===== config.mk =====
export PLATFORM = sky130hd
export DESIGN_NAME = alu_cmd_driver
export DESIGN_NICKNAME = d
export VERILOG_FILES = /design/src/rtl/alu_cmd_driver.sv
export SDC_FILE = /design/constraint.sdc
export NUM_CORES = 1
export LEC_CHECK = 0
export ABC_AREA = 1
export CAP_MARGIN = 20
export CORE_AREA = 5 5 105 107
export DETAILED_ROUTE_END_ITERATION = 6
export DIE_AREA = 0 0 110 112
export PLACE_DENSITY_LB_ADDON = 0.2
export SLEW_MARGIN = 10
export SYNTH_ARGS = -nofsm -noshare
export SYNTH_HDL_FRONTEND = slang
export SYNTH_SLANG_ARGS = --single-unit

===== constraint.sdc =====
create_clock -name clk -period 2.5 [get_ports clk]
set_input_delay 0.25 -clock clk [delete_from_list [all_inputs] [get_ports clk]]
set_output_delay 0.25 -clock clk [all_outputs]
set_load 0.05 [all_outputs]

===== src/rtl/alu_cmd_driver.sv =====
`timescale 1ns/1ps
`default_nettype none
// ============================================================================
//  Module   : alu_cmd_driver
//  Purpose  : Initiator side of the 8-bit ALU operand/result interface.
//             Buffers incoming commands in a FIFO, drives a combinational ALU
//             with {accumulator, operand, opcode}, writes the ALU result (or a
//             direct load value) back into the accumulator, and returns every
//             result over a valid/ready response channel.
//  Ports    : clk, reset             - clock, synchronous active-high reset
//             cmd_valid_i/ready_o    - command handshake (ready = FIFO not full)
//             cmd_ld_i/op_i/data_i   - command payload
//             alu_a_o/b_o/op_o       - ALU operand and opcode outputs
//             alu_res_i              - combinational ALU result
//             res_valid_o/ready_i    - response handshake
//             res_data_o             - new accumulator value of the command
//             acc_o                  - current accumulator
//             res_zero_o             - result-is-zero flag (ALU_ZERO_FLAG_EN)
//  Options  : define ALU_ZERO_FLAG_EN to add the res_zero_o output.
//  Revision : 1.0 - initial release
// ============================================================================
module alu_cmd_driver #(
    parameter int         FIFO_DEPTH = 4,
    parameter logic [7:0] ACC_RESET  = 8'h00
) (
    input  logic       clk,
    input  logic       reset,
    input  logic       cmd_valid_i,
    output logic       cmd_ready_o,
    input  logic       cmd_ld_i,
    input  logic [2:0] cmd_op_i,
    input  logic [7:0] cmd_data_i,
    output logic [7:0] alu_a_o,
    output logic [7:0] alu_b_o,
    output logic [2:0] alu_op_o,
    input  logic [7:0] alu_res_i,
    output logic       res_valid_o,
    input  logic       res_ready_i,
    output logic [7:0] res_data_o,
    output logic [7:0] acc_o
`ifdef ALU_ZERO_FLAG_EN
    ,
    output logic       res_zero_o
`endif
);

    localparam int               c_PTR_W   = $clog2(FIFO_DEPTH);
    localparam logic [c_PTR_W:0] c_DEPTH   = (c_PTR_W + 1)'(FIFO_DEPTH);

    localparam logic [1:0]       c_ST_IDLE  = 2'd0;
    localparam logic [1:0]       c_ST_ISSUE = 2'd1;
    localparam logic [1:0]       c_ST_RESP  = 2'd2;

    // FIFO storage: {ld, op[2:0], data[7:0]}
    logic [11:0]        r_mem [FIFO_DEPTH];
    logic [c_PTR_W-1:0] r_wr_ptr;
    logic [c_PTR_W-1:0] r_rd_ptr;
    logic [c_PTR_W:0]   r_count;
    logic [c_PTR_W:0]   w_count_nxt;
    logic               r_cmd_ready;

    logic [1:0]         r_state;
    logic [1:0]         w_state_nxt;

    logic               r_cmd_ld;
    logic [2:0]         r_cmd_op;
    logic [7:0]         r_cmd_data;
    logic [7:0]         r_acc;
    logic               r_res_valid;
    logic [7:0]         r_res_data;
`ifdef ALU_ZERO_FLAG_EN
    logic               r_res_zero;
`endif

    logic               w_push;
    logic               w_pop;
    logic               w_fifo_empty;
    logic [11:0]        w_head;
    logic [7:0]         w_result;

    assign w_push       = cmd_valid_i && r_cmd_ready;
    assign w_fifo_empty = (r_count == '0);
    assign w_head       = r_mem[r_rd_ptr];
    assign w_result     = r_cmd_ld ? r_cmd_data : alu_res_i;

    // ------------------------------------------------------------------
    // FIFO occupancy. Ready is registered from the next-cycle count so the
    // response ready never reaches cmd_ready_o combinationally.
    // ------------------------------------------------------------------
    always_comb begin
        w_count_nxt = r_count;
        case ({w_push, w_pop})
            2'b10:   w_count_nxt = r_count + 1'b1;
            2'b01:   w_count_nxt = r_count - 1'b1;
            default: w_count_nxt = r_count;
        endcase
    end

    always_ff @(posedge clk) begin
        if (reset) begin
            r_wr_ptr    <= '0;
            r_rd_ptr    <= '0;
            r_count     <= '0;
            r_cmd_ready <= 1'b0;
        end else begin
            if (w_push) begin
                r_wr_ptr <= r_wr_ptr + 1'b1;
            end
            if (w_pop) begin
                r_rd_ptr <= r_rd_ptr + 1'b1;
            end
            r_count     <= w_count_nxt;
            r_cmd_ready <= (w_count_nxt != c_DEPTH);
        end
    end

    // Storage needs no reset; only the pointers define validity.
    always_ff @(posedge clk) begin
        if (w_push) begin
            r_mem[r_wr_ptr] <= {cmd_ld_i, cmd_op_i, cmd_data_i};
        end
    end

    // ------------------------------------------------------------------
    // Control FSM. Pops come only from the registered count, so a command
    // pushed this cycle cannot be popped before the next one.
    // ------------------------------------------------------------------
    always_ff @(posedge clk) begin
        if (reset) begin
            r_state <= c_ST_IDLE;
        end else begin
            r_state <= w_state_nxt;
        end
    end

    always_comb begin
        w_state_nxt = r_state;
        w_pop       = 1'b0;
        case (r_state)
            c_ST_IDLE: begin
                if (!w_fifo_empty) begin
                    w_pop       = 1'b1;
                    w_state_nxt = c_ST_ISSUE;
                end
            end
            c_ST_ISSUE: begin
                w_state_nxt = c_ST_RESP;
            end
            c_ST_RESP: begin
                if (res_ready_i) begin
                    if (!w_fifo_empty) begin
                        w_pop       = 1'b1;
                        w_state_nxt = c_ST_ISSUE;
                    end else begin
                        w_state_nxt = c_ST_IDLE;
                    end
                end
            end
            default: begin
                w_state_nxt = c_ST_IDLE;
            end
        endcase
    end

    // ------------------------------------------------------------------
    // Command register, accumulator and response registers.
    // ------------------------------------------------------------------
    always_ff @(posedge clk) begin
        if (reset) begin
            r_cmd_ld    <= 1'b0;
            r_cmd_op    <= 3'd0;
            r_cmd_data  <= 8'h00;
            r_acc       <= ACC_RESET;
            r_res_valid <= 1'b0;
            r_res_data  <= 8'h00;
`ifdef ALU_ZERO_FLAG_EN
            r_res_zero  <= 1'b0;
`endif
        end else begin
            if (w_pop) begin
                r_cmd_ld   <= w_head[11];
                r_cmd_op   <= w_head[10:8];
                r_cmd_data <= w_head[7:0];
            end
            if (r_state == c_ST_ISSUE) begin
                r_acc       <= w_result;
                r_res_data  <= w_result;
`ifdef ALU_ZERO_FLAG_EN
                r_res_zero  <= (w_result == 8'h00);
`endif
                r_res_valid <= 1'b1;
            end else if ((r_state == c_ST_RESP) && res_ready_i) begin
                r_res_valid <= 1'b0;
            end
        end
    end

    assign cmd_ready_o = r_cmd_ready;
    assign alu_a_o     = r_acc;
    assign alu_b_o     = r_cmd_data;
    assign alu_op_o    = r_cmd_op;
    assign res_valid_o = r_res_valid;
    assign res_data_o  = r_res_data;
    assign acc_o       = r_acc;
`ifdef ALU_ZERO_FLAG_EN
    assign res_zero_o  = r_res_zero;
`endif

endmodule
`default_nettype wire


==> results.json, run 1 <==
{
  "dieHeight_microns": 112,
  "final_cells": 543,
  "critical_path_arrival_ns": 2.19,
  "max-vdd-ir-drop_uv": 450.3,
  "clock_latency_ns": 0.35,
  "final_cell_mix": "nor2_1 (82), clkdlybuf4s50_1 (60), nand2_1 (53), edfxtp_1 (48)",
  "fin_crit_ns": 1.910,
  "wl_per_cell_microns": 12.77,
  "critPathKind": "register to register",
  "tightestPinTransition_ns": 0.5804,
  "htreeDepth": 3,
  "grtUsageTotal_pct": 11.89,
  "antenna_found_initial": 0,
  "die_x_microns": 110,
  "p_per_area_mw_per_mm2": 1235,
  "numClockSinks": 79,
  "dr.pass1.iters": 6,
  "ioPinCount": 61,
  "fin_skew_ns": 0.01030,
  "hp-class": "register to register",
  "area_growth_pct": 25.06,
  "drive_gt1_share_pct": 8.108,
  "num_rows": 37,
  "synth_area_leaders": "edfxtp_1 (43%), dfxtp_1 (18%), nor2_1 (9.1%), nand2_1 (5.9%), o21ai_0 (4.6%)",
  "totalWireLength_microns": 6935,
  "grt_pass1_vias": 2347,
  "dp_cells": 527,
  "num_antenna_cells": 0,
  "core_sq_mm": 0.01005,
  "final_antenna_net_count": 0,
  "hold_buffers": 0,
  "cap_viol_max_count": 0,
  "post-route-period-util_pct": 76.38,
  "yosysWarnings": 0,
  "synth_top_area_share_pct": 42.70,
  "syn_avg_cell_area_sq_um": 9.590,
  "dieArea_sq_mm": 0.01232,
  "drc_errors": 0,
  "tns_ns": 0,
  "nets": 432,
  "yosysSeqAreaShare_pct": 61.08,
  "outcome": "completed",
  "finalInstanceArea_sq_mm": 0.004222,
  "fillers": 1029,
  "hold_depth": 2,
  "p_leak_uw": 0.001616,
  "grt-ovfl-total": 0,
  "start_kind": "register",
  "synth.distinct_cells": 26,
  "maxSlewViolCount": 0,
  "ys_ff_latch": 79,
  "cp-end-kind": "register",
  "layout_commonest_cell": "nor2_1",
  "yosysTopAreaCell": "edfxtp_1",
  "setup_ws_ns": 0.5905,
  "clock.fmax_mhz": 523.7,
  "post_cts_buffers": 0,
  "place.gp.congestion": 0.6693,
  "viasPerCell": 4.331,
  "via_count": 2352,
  "finalHoldViolCount": 0,
  "cts_tree": "built",
  "dp_slack_ns": 0.2389,
  "slew_headroom_pct": 61.25,
  "path_clk_slew_ns": 0.09,
  "cp_max_fo": 4,
  "synth_cells": 352,
  "setup_violations": 0,
  "dp_hpwl_microns": 4684,
  "synth_fp_nets": 382,
  "required_ns": 2.78,
  "cts_buffer_depth": 2,
  "final_util_pct": 42.02,
  "cts_root_buffer": "clkbuf_8",
  "drt_first_iter_violations": 75,
  "rsz0062_at_grt": "no",
  "rr_worst_depth": 11,
  "cts_resized": 0,
  "place_area_sq_mm": 0.003995,
  "cts_inserted_buffers": 9,
  "grt_max_degree": 28,
  "synth_area_sq_mm": 0.003376,
  "start_util_pct": 33.60,
  "grt_pass1_wl_microns": 11370,
  "port_buffers": 60
}
==> sequential cells by signal, indices dropped and copies added, names as in the netlist <==
name,cells
r_mem,48
alu_b_o,8
res_data_o,8
alu_op_o,3
r_count,3
r_rd_ptr,2
r_state,2
r_wr_ptr,2
cmd_ready_o,1
r_cmd_ld,1
res_valid_o,1
==> synth_stat cells <==
cell type and number:
a211oi_1 1, a21oi_1 20, a21oi_2 1, a31oi_1 1, buf_2 6, buf_4 20
buf_6 1, buf_8 1, clkbuf_2 1, clkinv_1 1, dfxtp_1 31, edfxtp_1 48
fa_1 1, ha_1 5, inv_1 29, inv_2 3, nand2_1 53, nand2_2 1
nand2_4 1, nand3_1 3, nand4_1 1, nor2_1 82, nor2_4 3, o21ai_0 31
o21ai_1 6, xnor2_1 1
==> where the power goes <==
group | switching (uW) | internal [uW] | total (uW) | leakage (uW)
logic | 1600 | 764 | 2360 | 0.000809
registers | 167 | 1610 | 1780 | 0.000691
clock network | 495 | 576 | 1070 | 0.000116
==> worst max-delay path, cell delays in order (launching register included) <==
cell and delay, ns:
dfxtp_1 0.43, inv_2 0.07, nor2_4 0.10, nor2_4 0.05
nand2_4 0.05, inv_1 0.05, ha_1 0.19, inv_1 0.09
fa_1 0.41, o21ai_0 0.20, nor2_1 0.07, a21oi_1 0.14
==> through the flow <==
step | hold WS [ns] | total power [uW]
after floorplan | 0.3489 | 3667
after global placement | 0.4648 | 4169
after detailed placement | 0.4740 | 4209
after CTS | 0.4885 | 5287
after global routing | 0.5103 | 5585
final | 0.4825 | 5215
==> worst paths after layout <==
path	slack, ns	startpoint	end
setup / recovery	0.59	r_state[1]	cmd_ready_o
hold / removal	0.48	alu_b_o[4]	res_data_o[4]
setup reg to reg	0.59	r_state[1]	cmd_ready_o
hold reg to reg	0.48	alu_b_o[4]	res_data_o[4]
==> logic make-up (layout without fill, tap and decap cells) <==
kind of cell    Yosys count  after routing  share of synthesized area [%]
simple gates            144            144                          17.16
xor+xnor                  1              1                         0.2595
fa+ha+maj                 6              6                          2.446
buf+inv                  62            117                          9.933
compound gates           60             60                          9.118
flops                    79             79                          61.08
==> routing by layer <==
metal  global-route usage, %  vias to the layer above  wire length [microns]
met5                       0                        -                      0
met2                   18.49                       64                   3035
met4                   4.738                        0                     88
li1                        -                     1221                      -
met1                   15.56                     1060                   3260
met3                   3.246                        7                    551
==> layout make-up <==
class | count | area [sq um] | area share [%]
multi-input cells | 211 | 978.4 | 23.18
flip-flops and latches | 79 | 2062 | 48.84
clock inverters | 7 | 102.6 | 2.430
clock buffers | 9 | 123.9 | 2.934
inverters | 33 | 123.9 | 2.934
well taps | 136 | 170.2 | 4.031
repair buffers | 68 | 660.6 | 15.65
Note: power is estimated with default switching activity, not from simulation.
==> inputs of run 2 (changes only) <==
==> constraint.sdc (replaced) <==
create_clock -name clk -period 1.72 [get_ports clk]
set_input_delay 0.172 -clock clk [delete_from_list [all_inputs] [get_ports clk]]
set_output_delay 0.172 -clock clk [all_outputs]
set_load 0.05 [all_outputs]
==> run 2 against run 1 <==
  * Hold slack lost 0.037 ns
  * Design area grew 3.0%
  * Cell count grew 2.6%
  * Routed wire length shrank 1.0%
  * Die area is the same
  * Clock power grew 36%
  * Highest routed layer unchanged
==> results.json, run 2 (synthesis gave the netlist of run 1 again) <==
{
  "outcome": "completed",
  "finalHoldViolCount": 0,
  "wl_per_cell_microns": 12.32,
  "critical_path_arrival_ns": 2.00,
  "clock_latency_ns": 0.36,
  "numClockSinks": 79,
  "via_count": 2354,
  "tightestPinTransition_ns": 0.5251,
  "fin_skew_ns": 0.01237,
  "layout_commonest_cell": "nor2_1",
  "nets": 446,
  "cts_tree": "built",
  "cts_buffer_depth": 2,
  "p_seq_share_pct": 33.3,
  "maxSlewViolCount": 0,
  "post-route-period-util_pct": 99.10,
  "fin_crit_ns": 1.704,
  "final_util_pct": 43.29,
  "rrSetupSlack_ns": 0.02,
  "slew_headroom_pct": 65.13,
  "dr.pass1.iters": 4,
  "grtUsageTotal_pct": 11.75,
  "grt_pass1_vias": 2272,
  "critPathKind": "register to register",
  "clock.fmax_mhz": 586.7,
  "pwr-share-clk_pct": 19.2,
  "grt_pass1_wl_microns": 11180,
  "cp_max_fo": 2,
  "p_per_area_mw_per_mm2": 1750,
  "setup_violations": 0,
  "grt_max_degree": 28,
  "area_growth_pct": 28.84,
  "totalWireLength_microns": 6863,
  "setup_ws_ns": 0.01554,
  "hold_buffers": 0,
  "num_antenna_cells": 0,
  "dp_slack_ns": -0.4227,
  "viasPerCell": 4.226,
  "final_antenna_net_count": 0,
  "p_leak_uw": 0.001890,
  "drt_first_iter_violations": 88,
  "p_sw_uw": 3405,
  "max-vdd-ir-drop_uv": 548.7,
  "largest_reg_flops": 48,
  "die_x_microns": 110,
  "hp-class": "primary input to register",
  "top_register": "r_mem",
  "dp_hpwl_microns": 4876,
  "start_kind": "register",
  "fin_hold_ws_ns": 0.4456,
  "core_sq_mm": 0.01005,
  "sw_frac_of_total_pct": 44.73,
  "cp-end-kind": "register",
  "ioPinCount": 61,
  "place.gp.congestion": 0.6848,
  "num_rows": 37,
  "cts_inserted_buffers": 9,
  "dieHeight_microns": 112,
  "start_util_pct": 33.60,
  "port_buffers": 60,
  "required_ns": 2.02,
  "grt-ovfl-total": 0,
  "p_comb_share_pct": 47.5,
  "cap_viol_max_count": 0,
  "final_cell_mix": "nor2_1 (82), nand2_1 (50), edfxtp_1 (48), o21ai_0 (30), dfxtp_1 (29)",
  "htreeDepth": 3,
  "dieArea_sq_mm": 0.01232,
  "drc_errors": 0,
  "antenna_found_initial": 0,
  "fillers": 1003,
  "cts_root_buffer": "clkbuf_8",
  "drive_gt1_share_pct": 15.44,
  "internal_power_uw": 4207,
  "path_clk_slew_ns": 0.10,
  "rsz0062_at_grt": "yes"
}
run 2: layer usage:
metal / wire length (microns) / global-route usage [%]
met4: 165 / 5.653
met2: 3080 / 17.92
met5: 0 / 0
met1: 3147 / 15.11
met3: 469 / 3.478
run 2: worst paths after layout:
kind	startpoint	end	cells past startpoint
max reg2reg	r_state[1]	cmd_ready_o	13
max	r_state[1]	cmd_ready_o	13
min reg2reg	alu_b_o[7]	res_data_o[7]	2
min	cmd_ld_i	r_mem[2][11]	1
run 2: power groups by stage:
| stage | Clock [uW] | Combinational, uW | Sequential (uW) |
|---|---|---|---|
| 2_1_floorplan | 0 | 2240 | 3160 |
| 3_3_place_gp | 0 | 3590 | 2590 |
| 3_5_place_dp | 0 | 3640 | 2590 |
| 4_1_cts | 1510 | 3540 | 2550 |
| 5_1_grt | 1600 | 3980 | 2590 |
| 6_report | 1460 | 3610 | 2540 |
run 2: metrics by stage:
step	total power [uW]	TNS [ns]	instances	cell area, sq um
after floorplan	5396	-0.02087	352	3401
after global placement	6178	-0.8760	537	4100
after detailed placement	6229	-1.076	537	4100
after CTS	7588	0	554	4290
after global routing	8173	-0.1364	557	4349
final	7612	0	557	4349
run 2: critical path, cell delays in order, from the launching register on:
cell and delay, ns:
dfxtp_4 0.35, inv_2 0.06, nor2_4 0.04, nor2_4 0.11
nand2_4 0.07, inv_4 0.06, ha_4 0.13, inv_4 0.03
fa_2 0.37, inv_2 0.06, nand2_2 0.06, nand4_1 0.12
nand2_1 0.07, a21oi_1 0.11
run 2: repair_timing:
| action | 4_1_cts | 5_1_grt |
|---|---|---|
| resized for setup | 30 | 14 |
| pin swaps | 3 | 4 |
| setup buffers | 1 | 3 |
| setup endpoints to repair | 31 | 9 |
run 2: area by class of cell:
cell class | instances | area [sq um] | area share (%)
sequential | 79 | 2069 | 47.58
multi-input combinational | 211 | 1018 | 23.42
timing repair buffer | 82 | 752.0 | 17.29
tap | 136 | 170.2 | 3.913
inverter | 33 | 128.9 | 2.963
clock buffer | 9 | 123.9 | 2.848
clock inverter | 7 | 86.33 | 1.985
==> inputs of run 3 (changes only) <==
--- a/config.mk
+++ b/config.mk
@@ -7,6 +7,8 @@
 export LEC_CHECK = 0
 export ABC_AREA = 1
 export CAP_MARGIN = 20
+export CELL_PAD_IN_SITES_DETAIL_PLACEMENT = 0
+export CELL_PAD_IN_SITES_GLOBAL_PLACEMENT = 1
 export CORE_AREA = 5 5 105 107
 export DETAILED_ROUTE_END_ITERATION = 6
 export DIE_AREA = 0 0 110 112
==> run 3 against run 2 <==
  * Register-to-register slack about the same
  * Worst setup slack better by 0.0047 ns
  * Critical path depth unchanged
  * Critical path type unchanged
  * Non-clock buffer count down 2
  * Clock skew down 0.0015 ns
  * Sequential share of layout area down 0.38 points
  * Via count up 1.1%
  * First-iteration DRC count down 3.4%
  * Combinational power up 2%
  * Global-route usage down 0.053 points
  * Highest routed layer unchanged
==> results.json, run 3 (synthesis gave the netlist of run 1 again) <==
{
  "outcome": "completed",
  "crit_chain": "inv_4 -> nor2_4 -> nor2_4 -> nand2_4 -> inv_4 -> ha_4 -> inv_4 -> fa_2 -> inv_2 -> nand2_2 -> nand4_1 -> nand2_1 -> a21oi_1",
  "rsz0062_at_grt": "yes",
  "maxSlewViolCount": 0,
  "tns_ns": 0,
  "met3WireLength_microns": 507,
  "post_cts_buffers": 0,
  "dp_slack_ns": -0.3797,
  "start_kind": "register",
  "slew_headroom_pct": 65.61,
  "critical_path_arrival_ns": 1.97,
  "cpMostUsedCell": "inv_4",
  "cts_root_buffer": "clkbuf_8",
  "clock.fmax_mhz": 588.3,
  "final_antenna_net_count": 0,
  "maxUsedRoutingLayer": "met4",
  "layout_commonest_cell": "nor2_1",
  "max-vdd-ir-drop_uv": 539.0,
  "numClockSinks": 79,
  "crit_family": "adder cells",
  "finalHoldViolCount": 0,
  "p_per_area_mw_per_mm2": 1741,
  "critPathKind": "register to register",
  "clock_latency_ns": 0.35,
  "htreeDepth": 3,
  "place.gp.congestion": 0.6858,
  "dieHeight_microns": 112,
  "grt_pass1_vias": 2245,
  "die_x_microns": 110,
  "core_sq_mm": 0.01005,
  "start_util_pct": 33.60,
  "fin_hold_ws_ns": 0.4649,
  "wl_met1_microns": 3305,
  "p_leak_uw": 0.001987,
  "viasPerCell": 4.290,
  "setup_violations": 0,
  "hold_buffers": 0,
  "cts_inserted_buffers": 9,
  "power_uw": 7632,
  "num_rows": 37,
  "critPathBufInv": 4,
  "hp-class": "primary input to register",
  "drc_errors": 0,
  "multi_input_area_sq_mm": 0.001018,
  "dieArea_sq_mm": 0.01232,
  "fin_crit_ns": 1.700,
  "wl_met2_microns": 3009,
  "largest_reg_flops": 48,
  "via_count": 2381,
  "dp_hpwl_microns": 4817,
  "grt_pass1_wl_microns": 11230,
  "cts_tree": "built",
  "totalWireLength_microns": 6934,
  "port_buffers": 60,
  "cp_max_fo": 2,
  "grtUsageTotal_pct": 11.70,
  "drt_first_iter_violations": 85,
  "antenna_found_initial": 0,
  "grt_max_degree": 28,
  "num_antenna_cells": 0,
  "cp_slowest_stage_delay_ns": 0.37,
  "post-route-period-util_pct": 98.82,
  "area.sequential_sq_mm": 0.002069,
  "cp-end-kind": "register",
  "cts_buffer_depth": 2,
  "dr.pass1.iters": 4,
  "tightestPinTransition_ns": 0.5150,
  "required_ns": 1.99,
  "cap_viol_max_count": 0,
  "critPathSlowestCell": "fa_2",
  "wl_per_cell_microns": 12.49,
  "drive_gt1_share_pct": 15.75,
  "final_cell_mix": "nor2_1 (82), nand2_1 (50), edfxtp_1 (48), o21ai_0 (30), dfxtp_1 (29)",
  "setup_ws_ns": 0.02026,
  "path_clk_slew_ns": 0.09,
  "area_growth_pct": 29.87,
  "fin_skew_ns": 0.01087,
  "nets": 444,
  "grt-ovfl-total": 0,
  "ioPinCount": 61,
  "fillers": 990,
  "top_register": "r_mem"
}
==> run 3: cell count changes in the layout (fill, tap and decap cells not counted), moves of 2 or more <==
| cell | previous run | this run |
|---|---|---|
| buf_12 | 1 | 3 |
| clkdlybuf4s50_1 | 24 | 26 |
| clkinvlp_4 | 1 | 3 |
| dlygate4sd2_1 | 27 | 11 |
| dlymetal6s2s_1 | 6 | 16 |
| inv_8 | 2 | 0 |
==> run 3: path summary, 6_finish.rpt <==
kind / slack, ns / startpoint / to / depth (start not counted)
worst max-delay path: 0.02 / r_state[1] / cmd_ready_o / 13
worst min-delay path: 0.46 / cmd_data_i[5] / r_mem[2][5] / 1
worst max register to register: 0.02 / r_state[1] / cmd_ready_o / 13
worst min register to register: 0.48 / alu_b_o[0] / res_data_o[0] / 2
==> run 3: where the power goes <==
part           internal [uW]  switching [uW]  total (uW)  leakage (uW)
combinational           1250            2460        3700       0.00121
sequential              2350             215        2570      0.000692
clock                    678             681        1360     0.0000891
total                   4280            3350        7630       0.00199
==> run 3: layout make-up <==
type / count / share of cell area, %
inverter: 33 / 2.997
multi-input combinational: 211 / 23.23
sequential: 79 / 47.20
clock buffer: 10 / 2.911
timing repair buffer: 80 / 18.18
tap: 136 / 3.881
clock inverter: 6 / 1.598
==> run 3: metal layers <==
layer  GRT usage (%)  vias to the layer above
met5               0                        -
met4           4.738                        0
met3           3.188                       12
met2           18.33                       63
met1           15.18                     1060
li1                -                     1246
==> run 3: worst reg2reg max path, delay by kind of cell, from the launching register on <==
kind            cells  cell delay, ns
flops               1            0.36
buf+inv             4            0.21
simple gates        6            0.46
compound gates      1            0.11
fa+ha+maj           2            0.50
==> run 3: stage by stage <==
| step | cell area [sq um] | std cells | util, % |
|---|---|---|---|
| finish | 4384 | 555 | 43.64 |
| global route | 4384 | 555 | 43.64 |
| CTS | 4320 | 555 | 43.01 |
| detailed placement | 4130 | 539 | 41.11 |
| global placement | 4130 | 539 | 41.11 |
| floorplan | 3401 | 352 | - |
==> run 3: repair_timing <==
| item | in CTS | in global routing |
|---|---|---|
| pin swaps | 3 | 3 |
| setup endpoints to repair | 19 | 19 |
| resized for setup | 14 | 25 |
